**config.mk**
```make
export PLATFORM = sky130hd
export DESIGN_NAME = uart_mem_link_flat
export DESIGN_NICKNAME = d
export VERILOG_FILES = /design/src/rtl/uart_mem_link_if.sv /design/src/rtl/uart_mem_link.sv /design/src/flat_wrapper.sv
export SDC_FILE = /design/constraint.sdc
export NUM_CORES = 1
export LEC_CHECK = 0
export CORE_ASPECT_RATIO = 0.75
export CORE_MARGIN = 8
export CORE_UTILIZATION = 28
export CTS_BUF_LIST = sky130_fd_sc_hd__clkbuf_8
export DETAILED_ROUTE_END_ITERATION = 8
export PLACE_DENSITY = 0.44
export SETUP_SLACK_MARGIN = 0.3
export SLEW_MARGIN = 20
export SYNTH_ARGS = -nofsm -noshare
export SYNTH_HDL_FRONTEND = slang
export SYNTH_SLANG_ARGS = --single-unit
```
**constraint.sdc**
```tcl
create_clock -name CLK -period 14.7 [get_ports CLK]
set_input_delay 2.205 -clock CLK [delete_from_list [all_inputs] [get_ports CLK]]
set_output_delay 2.205 -clock CLK [all_outputs]
set_load 0.05 [all_outputs]
```
**src/rtl/uart_mem_link_if.sv**
```systemverilog
// Signal bundle between uart_mem_link, the CPU memory port and the UART
// transceiver FIFOs. The slave modport is the bridge's view.
interface uart_mem_link_if;
  // CPU request / response
  logic        req_valid;
  logic        req_ready;
  logic        req_write;
  logic [31:0] req_addr;
  logic [31:0] req_wdata;
  logic [3:0]  req_mask;
  logic        resp_valid;
  logic [31:0] resp_rdata;
  logic        resp_err;
  // Transceiver FIFOs
  logic        uart_send_flag;
  logic [7:0]  uart_send_data;
  logic        uart_sendable;
  logic        uart_recv_flag;
  logic [7:0]  uart_recv_data;
  logic        uart_receivable;

  modport slave (
    input  req_valid, req_write, req_addr, req_wdata, req_mask,
    input  uart_sendable, uart_recv_data, uart_receivable,
    output req_ready, resp_valid, resp_rdata, resp_err,
    output uart_send_flag, uart_send_data, uart_recv_flag
  );

  modport master (
    output req_valid, req_write, req_addr, req_wdata, req_mask,
    output uart_sendable, uart_recv_data, uart_receivable,
    input  req_ready, resp_valid, resp_rdata, resp_err,
    input  uart_send_flag, uart_send_data, uart_recv_flag
  );
endinterface

```
**src/rtl/uart_mem_link.sv**
```systemverilog
// uart_mem_link: turns one 32-bit CPU memory request into a UART byte packet
// (header, address, optional write data) and assembles the host's reply
// (4 read-data bytes or a 1-byte write ack) into a single-cycle response.
// Stale reply bytes are flushed while idle or sending; a silent host fails
// the request after TIMEOUT_CYCLES.
module uart_mem_link #(
  parameter int unsigned TIMEOUT_CYCLES = 1000000
) (
  input  logic           CLK,
  input  logic           RST,
  uart_mem_link_if.slave bus
);

  typedef enum logic [2:0] {
    S_IDLE,
    S_SEND_HDR,
    S_SEND_ADDR,
    S_SEND_DATA,
    S_RECV,
    S_DONE
  } state_t;

  localparam logic [31:0] TMO_LAST = 32'(TIMEOUT_CYCLES - 1);

  state_t      state_q, state_d;
  logic [1:0]  cnt_q, cnt_d;
  logic        write_q, write_d;
  logic [3:0]  mask_q, mask_d;
  logic [31:0] addr_q, addr_d;
  logic [31:0] wdata_q, wdata_d;
  logic [31:0] rbuf_q, rbuf_d;
  logic        tmo_q, tmo_d;
  logic [31:0] tcnt_q, tcnt_d;
  logic        req_ready_q, req_ready_d;
  logic        resp_valid_q, resp_valid_d;
  logic [31:0] resp_rdata_q, resp_rdata_d;
  logic        resp_err_q, resp_err_d;
  logic        send_flag_q, send_flag_d;
  logic [7:0]  send_data_q, send_data_d;
  logic        recv_flag_q, recv_flag_d;

  logic        accept;
  logic        in_send;
  logic        push;
  logic        pop;
  logic        capture;
  logic [7:0]  tx_byte;

  assign accept  = (state_q == S_IDLE) && bus.req_valid && req_ready_q;
  assign in_send = (state_q == S_SEND_HDR) || (state_q == S_SEND_ADDR) ||
                   (state_q == S_SEND_DATA);
  // A push or pop is never issued on the cycle right after another one, so
  // the transceiver FIFO flags have a cycle to settle.
  assign push    = in_send && bus.uart_sendable && !send_flag_q;
  // Pops run in every state but DONE: in RECV they capture reply bytes,
  // elsewhere they flush stale replies of earlier timed-out requests.
  assign pop     = (state_q != S_DONE) && bus.uart_receivable && !recv_flag_q;
  assign capture = pop && (state_q == S_RECV);

  // Byte of the packet belonging to the current send state and counter.
  always_comb begin
    tx_byte = '0;
    unique case (state_q)
      S_SEND_HDR:  tx_byte = {write_q, 3'b000, mask_q};
      S_SEND_ADDR: tx_byte = addr_q[{cnt_q, 3'b000} +: 8];
      S_SEND_DATA: tx_byte = wdata_q[{cnt_q, 3'b000} +: 8];
      default:     tx_byte = '0;
    endcase
  end

  // Next-state, counters, request/reply datapath and registered outputs.
  always_comb begin
    state_d      = state_q;
    cnt_d        = cnt_q;
    write_d      = write_q;
    mask_d       = mask_q;
    addr_d       = addr_q;
    wdata_d      = wdata_q;
    rbuf_d       = rbuf_q;
    tmo_d        = tmo_q;
    tcnt_d       = '0;
    resp_valid_d = 1'b0;
    resp_rdata_d = resp_rdata_q;
    resp_err_d   = resp_err_q;
    send_flag_d  = push;
    send_data_d  = push ? tx_byte : send_data_q;
    recv_flag_d  = pop;
    // Low on the accept edge and during DONE, so it rises one cycle after
    // the resp_valid pulse.
    req_ready_d  = (state_q == S_IDLE) && !accept;

    unique case (state_q)
      S_IDLE: begin
        if (accept) begin
          state_d = S_SEND_HDR;
          cnt_d   = '0;
          write_d = bus.req_write;
          mask_d  = bus.req_mask;
          addr_d  = bus.req_addr;
          wdata_d = bus.req_wdata;
          rbuf_d  = '0;
          tmo_d   = 1'b0;
        end
      end
      S_SEND_HDR: begin
        if (push) begin
          state_d = S_SEND_ADDR;
          cnt_d   = '0;
        end
      end
      S_SEND_ADDR: begin
        if (push) begin
          cnt_d = cnt_q + 2'd1;
          if (cnt_q == 2'd3) begin
            state_d = write_q ? S_SEND_DATA : S_RECV;
            cnt_d   = '0;
          end
        end
      end
      S_SEND_DATA: begin
        if (push) begin
          cnt_d = cnt_q + 2'd1;
          if (cnt_q == 2'd3) begin
            state_d = S_RECV;
            cnt_d   = '0;
          end
        end
      end
      S_RECV: begin
        if (capture) begin
          rbuf_d[{cnt_q, 3'b000} +: 8] = bus.uart_recv_data;
          tcnt_d = '0;
          cnt_d  = cnt_q + 2'd1;
          if (write_q || (cnt_q == 2'd3)) begin
            state_d = S_DONE;
            cnt_d   = '0;
          end
        end else if (tcnt_q == TMO_LAST) begin
          state_d = S_DONE;
          cnt_d   = '0;
          tmo_d   = 1'b1;
        end else begin
          tcnt_d = tcnt_q + 32'd1;
        end
      end
      S_DONE: begin
        state_d      = S_IDLE;
        resp_valid_d = 1'b1;
        resp_rdata_d = (write_q || tmo_q) ? '0 : rbuf_q;
        resp_err_d   = tmo_q || (write_q && (rbuf_q[7:0] != 8'h00));
      end
      default: begin
        state_d = S_IDLE;
        cnt_d   = '0;
      end
    endcase
  end

  // State and datapath registers; RST abandons any packet in flight.
  always_ff @(posedge CLK or posedge RST) begin
    if (RST) begin
      state_q      <= S_IDLE;
      cnt_q        <= '0;
      write_q      <= 1'b0;
      mask_q       <= '0;
      addr_q       <= '0;
      wdata_q      <= '0;
      rbuf_q       <= '0;
      tmo_q        <= 1'b0;
      tcnt_q       <= '0;
      req_ready_q  <= 1'b1;
      resp_valid_q <= 1'b0;
      resp_rdata_q <= '0;
      resp_err_q   <= 1'b0;
      send_flag_q  <= 1'b0;
      send_data_q  <= '0;
      recv_flag_q  <= 1'b0;
    end else begin
      state_q      <= state_d;
      cnt_q        <= cnt_d;
      write_q      <= write_d;
      mask_q       <= mask_d;
      addr_q       <= addr_d;
      wdata_q      <= wdata_d;
      rbuf_q       <= rbuf_d;
      tmo_q        <= tmo_d;
      tcnt_q       <= tcnt_d;
      req_ready_q  <= req_ready_d;
      resp_valid_q <= resp_valid_d;
      resp_rdata_q <= resp_rdata_d;
      resp_err_q   <= resp_err_d;
      send_flag_q  <= send_flag_d;
      send_data_q  <= send_data_d;
      recv_flag_q  <= recv_flag_d;
    end
  end

  assign bus.req_ready      = req_ready_q;
  assign bus.resp_valid     = resp_valid_q;
  assign bus.resp_rdata     = resp_rdata_q;
  assign bus.resp_err       = resp_err_q;
  assign bus.uart_send_flag = send_flag_q;
  assign bus.uart_send_data = send_data_q;
  assign bus.uart_recv_flag = recv_flag_q;

endmodule

```
**src/flat_wrapper.sv**
```systemverilog
// flat-port wrapper written by rule: the top's interface ports become plain ports
module uart_mem_link_flat 
#(
  parameter int unsigned TIMEOUT_CYCLES = 1000000
)
  (CLK, RST, bus_req_valid, bus_req_write, bus_req_addr, bus_req_wdata, bus_req_mask, bus_uart_sendable, bus_uart_recv_data, bus_uart_receivable, bus_req_ready, bus_resp_valid, bus_resp_rdata, bus_resp_err, bus_uart_send_flag, bus_uart_send_data, bus_uart_recv_flag);
  uart_mem_link_if bus_i ();
  input  logic CLK;
  input  logic RST;
  input wire logic [$bits(bus_i.req_valid)-1:0] bus_req_valid;
  input wire logic [$bits(bus_i.req_write)-1:0] bus_req_write;
  input wire logic [$bits(bus_i.req_addr)-1:0] bus_req_addr;
  input wire logic [$bits(bus_i.req_wdata)-1:0] bus_req_wdata;
  input wire logic [$bits(bus_i.req_mask)-1:0] bus_req_mask;
  input wire logic [$bits(bus_i.uart_sendable)-1:0] bus_uart_sendable;
  input wire logic [$bits(bus_i.uart_recv_data)-1:0] bus_uart_recv_data;
  input wire logic [$bits(bus_i.uart_receivable)-1:0] bus_uart_receivable;
  output wire logic [$bits(bus_i.req_ready)-1:0] bus_req_ready;
  output wire logic [$bits(bus_i.resp_valid)-1:0] bus_resp_valid;
  output wire logic [$bits(bus_i.resp_rdata)-1:0] bus_resp_rdata;
  output wire logic [$bits(bus_i.resp_err)-1:0] bus_resp_err;
  output wire logic [$bits(bus_i.uart_send_flag)-1:0] bus_uart_send_flag;
  output wire logic [$bits(bus_i.uart_send_data)-1:0] bus_uart_send_data;
  output wire logic [$bits(bus_i.uart_recv_flag)-1:0] bus_uart_recv_flag;
  assign bus_i.req_valid = bus_req_valid;
  assign bus_i.req_write = bus_req_write;
  assign bus_i.req_addr = bus_req_addr;
  assign bus_i.req_wdata = bus_req_wdata;
  assign bus_i.req_mask = bus_req_mask;
  assign bus_i.uart_sendable = bus_uart_sendable;
  assign bus_i.uart_recv_data = bus_uart_recv_data;
  assign bus_i.uart_receivable = bus_uart_receivable;
  assign bus_req_ready = bus_i.req_ready;
  assign bus_resp_valid = bus_i.resp_valid;
  assign bus_resp_rdata = bus_i.resp_rdata;
  assign bus_resp_err = bus_i.resp_err;
  assign bus_uart_send_flag = bus_i.uart_send_flag;
  assign bus_uart_send_data = bus_i.uart_send_data;
  assign bus_uart_recv_flag = bus_i.uart_recv_flag;
  uart_mem_link #(.TIMEOUT_CYCLES(TIMEOUT_CYCLES)) u_core (.CLK(CLK), .RST(RST), .bus(bus_i));
endmodule
```
Word level (Yosys, flattened, before mapping) --
Cells that the tools add are included.
Storage, ports and cells: register bits after elaboration 184, input bits 82, word-level logic and storage cells 103
Operators by class: add/sub/neg operators 3, equal/unequal tests 20, shifts and indexed selects 4, muxes and demuxes 33, bitwise logic cells 1, reductions and logical operators 26
Operators with widths (count):
- 2-to-1 mux 32 bit | 6
- one-hot mux 32 bit (2 select lines) | 1
- variable part select 32 x 6 -> 8 bit | 2
- adder 32 x 1 -> 32 bit, second input constant | 1
- bitwise mux 32 bit | 1
- == test 32 x 20 -> 1 bit, second input constant | 1
- variable shift 8 x 7 -> 32 bit, first input constant | 1
- variable part select 8 x 7 -> 32 bit | 1
- 2-to-1 mux 3 bit | 10
- one-hot mux 8 bit (3 select lines) | 1
- one-hot mux 3 bit (5 select lines) | 1
- 2-to-1 mux 2 bit | 7
- != test 2 x 1 -> 1 bit, second input constant | 6
- one-hot mux 2 bit (5 select lines) | 1
- logical AND 1 bit | 9
- != test 2 bit, second input constant | 4
- AND reduction 8 bit | 1
- nonzero test 8 bit | 1
- negation 5 -> 7 bit | 1
- == test 3 x 2 -> 1 bit, second input constant | 2
- == test 3 bit, second input constant | 2
- != test 3 bit, second input constant | 2
- logical OR 1 bit | 5
- AND reduction 5 bit | 1
- other kinds (14) | 19

Longest topological paths before layout --
depth in word-level cells 7, depth in mapped cells 10

Worst setup path before layout --
OpenSTA, ideal clock, no wires.
path type input to register, from input port bus_req_valid, to register u_core.addr_q[0], library setup time 125 ps, arrival time 3191 ps, required time 14575 ps, path slack 11384 ps, cell stages on the path 5, path through nand2_1 > nor2_4 > buf_2 > buf_4 > mux2_2
On the way: word-level cells in the longest chain between the ends 3
RTL lines:
- from (decl) | line flat_wrapper.sv:10 | input wire logic [$bits(bus_i.req_valid)-1:0] bus_req_valid;
- logical AND 1 bit (2 in a row) | line uart_mem_link.sv:49 | assign accept = (state_q == S_IDLE) && bus.req_valid && req_ready_q;
- AND reduction 2 bit (no line)
- to (signal assigned) | line uart_mem_link.sv:183 | addr_q <= addr_d;
- to (decl) | line uart_mem_link.sv:29 | logic [31:0] addr_q, addr_d;
No other way between the ends. A chain may end at the register's enable or synchronous reset.

Worst setup path in the final report --
from input port bus_req_valid, to register u_core.rbuf_q[20]
On the way: word-level cells in the longest chain between the ends 4
RTL lines:
- logical AND 1 bit (2 in a row) | line uart_mem_link.sv:49
- != test 2 x 1 -> 1 bit (no line)
- AND reduction 3 bit (no line)
- to (signal assigned) | line uart_mem_link.sv:185 | rbuf_q <= rbuf_d;
- to (decl) | line uart_mem_link.sv:31 | logic [31:0] rbuf_q, rbuf_d;
No other way between the ends.

==> metrics <==
adder-cell share of the synthesized area 0.780%; minimum period implied by the final worst setup slack 4100 ps; Resized cells post-CTS 0; Yosys top cell by area dfrtp_1; final clock period utilization by the worst path 27.9%; multi-input logic area 3250 um^2; RSZ-0062 raised after global routing no; Yosys Warn Count 0; crit end category register; commonest non-fill, non-tap cell in the layout dfrtp_1; CTS Buf Count 17; Worst-path clk slew 90 ps; Reg power frac 43.9%; Mapped Area 8020 um^2; Slew HR 34.7%; count of input and output buffers 126; Int Pwr 1090 uW; Core Util, Final 36.1%; first-pass GRT wire length 33,900 um; post-route setup TNS 0 ps; Critical Path AT 4520 ps; antenna cells 0; Max FO, Critical Path 70; PwrDens 158 nW/um^2; Slew Viols, Final 0; Logic pwr share 30.3%; Psw 517 uW; hold crit path type register to register; Remaining DRCs 0; Static Leak 0.00433 uW; Core Region 28,100 um^2; most frequent cells in the layout dfrtp_1 (183), clkdlybuf4s50_1 (126), nand2_1 (103), mux2_2 (70), nand3_1 (50); vias per cell 4.67; starting density of the core 28.5%; final wirelength 20,800 um; f_max 244 MHz; met1 usage 17.0%; dominant cells by area after synthesis dfrtp_1 (57%), mux2_2 (9.8%), nand2_1 (4.8%); largest family of logic cells by synthesized area simple AND/OR/NAND/NOR gates; synth-to-layout area growth 26.6%; Post-synth EDFFs 0; Clock Path Buffers 2; Seq/Total Area, Yosys 57.4%; Sw Share 32.3%; TritonCTS clock tree built; maxcap violations 0; Mean Syn Cell Area 12.0 um^2; Fillers 2,783; hpwl dp 14,800 um; Seq cells post-synth 184; clock power share 25.8%; Synth top area share 57.1%; Initial DRT Pass Iterations 4; largest net degree at the start of global routing 109; Post-synth ARST share 100%; Placer Congestion 0.739; overall routing resource usage 12.6%; multiplexer share of the synthesized area 14.9%; row count 53; # IOs 127; worst hold margin 470 ps; busiest grt layer met2; outcome complete, no violations; post-route cell area 10,200 um^2; vias in the first global route 5,935; dpl ws 10,090 ps; clock latency on the worst-skew pair 480 ps; final hold violation count 0; met2 Use GR 19.9%; measured slew at the worst slew-check pin 979 ps; CP required 15,120 ps; Hold-fix buffers, CTS 0; ys flop type dfrtp_1; initial antenna violation count 0; syn_nets 757; per-cell routed wire length 17.5 um; xor/xnor share of the synthesized area 3.28%; Distinct cells, synth 49; Die H 163 um; setup violators final 0; drt first-iter violations 258; Sequential Area 4610 um^2; Clock Sinks 184; Max VDD drop 0.0545 mV; met3 usage 3.33%; CP Launch Type primary input; Setup Skew 15.1 ps; Area after DPL 9660 um^2; Post-Synthesis Cells 670; share of post-route cells with drive strength above 1 17.3%; Final ANT Viol Nets 0; vias post-DR 5,541; Clock Tree Root clkbuf_8; nets 876; fin worst setup slack 10,600 ps; die area 34,400 um^2; CTS HTree Levels 4; CP Class primary input to register; Overflow after GRT 0; simple-gate share of the synthesized area 15.6%; Die Span X 211 um; compound-gate portion of the synthesized area 5.80%; Post-CTS Setup Inserts 0
==> power groups by stage <==
stage	sequential, uW	combinational, uW	clock (uW)
floorplan	743	302	0
global placement	710	488	0
detailed placement	715	495	0
CTS	706	496	429
global route	722	531	448
finish	704	486	415
==> synth_stat cells (3+ instances only) <==
library cell,count
o21ai_1,6
nand4_1,8
clkbuf_1,13
a21oi_1,8
nor4_1,5
buf_2,14
mux4_2,16
ha_1,5
and4_1,4
dfrtp_1,183
nor3_1,6
nand2b_1,7
a221oi_1,4
o21ai_0,13
nor4b_1,3
mux2i_1,5
nand3_1,50
a22o_1,25
mux2_2,70
buf_4,3
xor2_1,21
nor2_1,48
xnor2_1,9
and3_1,5
nor2b_1,5
inv_1,4
nand2_1,103
==> sequential cells by signal, summed over array words and instances, names as in the netlist <==
name and cells:
u_core.addr_q 32, u_core.bus.resp_rdata 32, u_core.rbuf_q 32, u_core.tcnt_q 32, u_core.wdata_q 32, u_core.bus.uart_send_data 8
u_core.mask_q 4, u_core.state_q 3, u_core.cnt_q 2, u_core.bus.req_ready 1, u_core.bus.resp_err 1, u_core.bus.resp_valid 1
u_core.bus.uart_recv_flag 1, u_core.bus.uart_send_flag 1, u_core.tmo_q 1, u_core.write_q 1
==> worst max-delay path: stages <==
cell and delay, ps:
clkdlybuf4s50_1 510, nand2_1 150, nor2_4 100, buf_4 690
o211ai_2 260, nor3b_4 400, a22o_1 190
==> final timing paths <==
check / cells past startpoint / start / end / slack [ps]
setup reg to reg: 4 / u_core.cnt_q[0]$_DFFE_PP0P_ / u_core.rbuf_q[4]$_DFFE_PP0P_ / 11800
hold reg to reg: 2 / u_core.bus.resp_rdata[19]$_DFFE_PP0P_ / u_core.bus.resp_rdata[19]$_DFFE_PP0P_ / 470
min in group asynchronous: 2 / RST / u_core.wdata_q[4]$_DFFE_PP0P_ / 2230
setup / recovery: 7 / bus_req_valid / u_core.rbuf_q[20]$_DFFE_PP0P_ / 10600
hold / removal: 2 / u_core.bus.resp_rdata[19]$_DFFE_PP0P_ / u_core.bus.resp_rdata[19]$_DFFE_PP0P_ / 470
max in group asynchronous: 3 / RST / u_core.addr_q[19]$_DFFE_PP0P_ / 10910
==> stage by stage <==
stage	std cells	total power, uW
final	1187	1600
after global routing	1187	1700
after CTS	1187	1630
after detailed placement	1155	1210
after global placement	1155	1200
after floorplan	670	1040
==> layout make-up <==
class | count | area share [%]
clock buffer | 18 | 2.44
tap | 385 | 4.74
clock inverter | 14 | 2.38
sequential | 184 | 45.4
inverter | 6 | 0.296
multi-input combinational | 449 | 32.0
timing repair buffer | 131 | 12.8
==> metal layers <==
metal,up-vias,part of all wire [%]
li1,2604,-
met3,18,4.0
met4,0,1.3
met2,95,47
met1,2824,48
met5,-,0
==> logic make-up after synthesis <==
family                     after synthesis
and+or+nand+nor                        258
xor gates and xnor gates                30
adders and majority gates                5
DFF                                    184
buffers and inverters                   37
AOI/OAI and AO/OA                       65
muxes                                   91
Note: power is estimated with default switching activity, not from simulation.
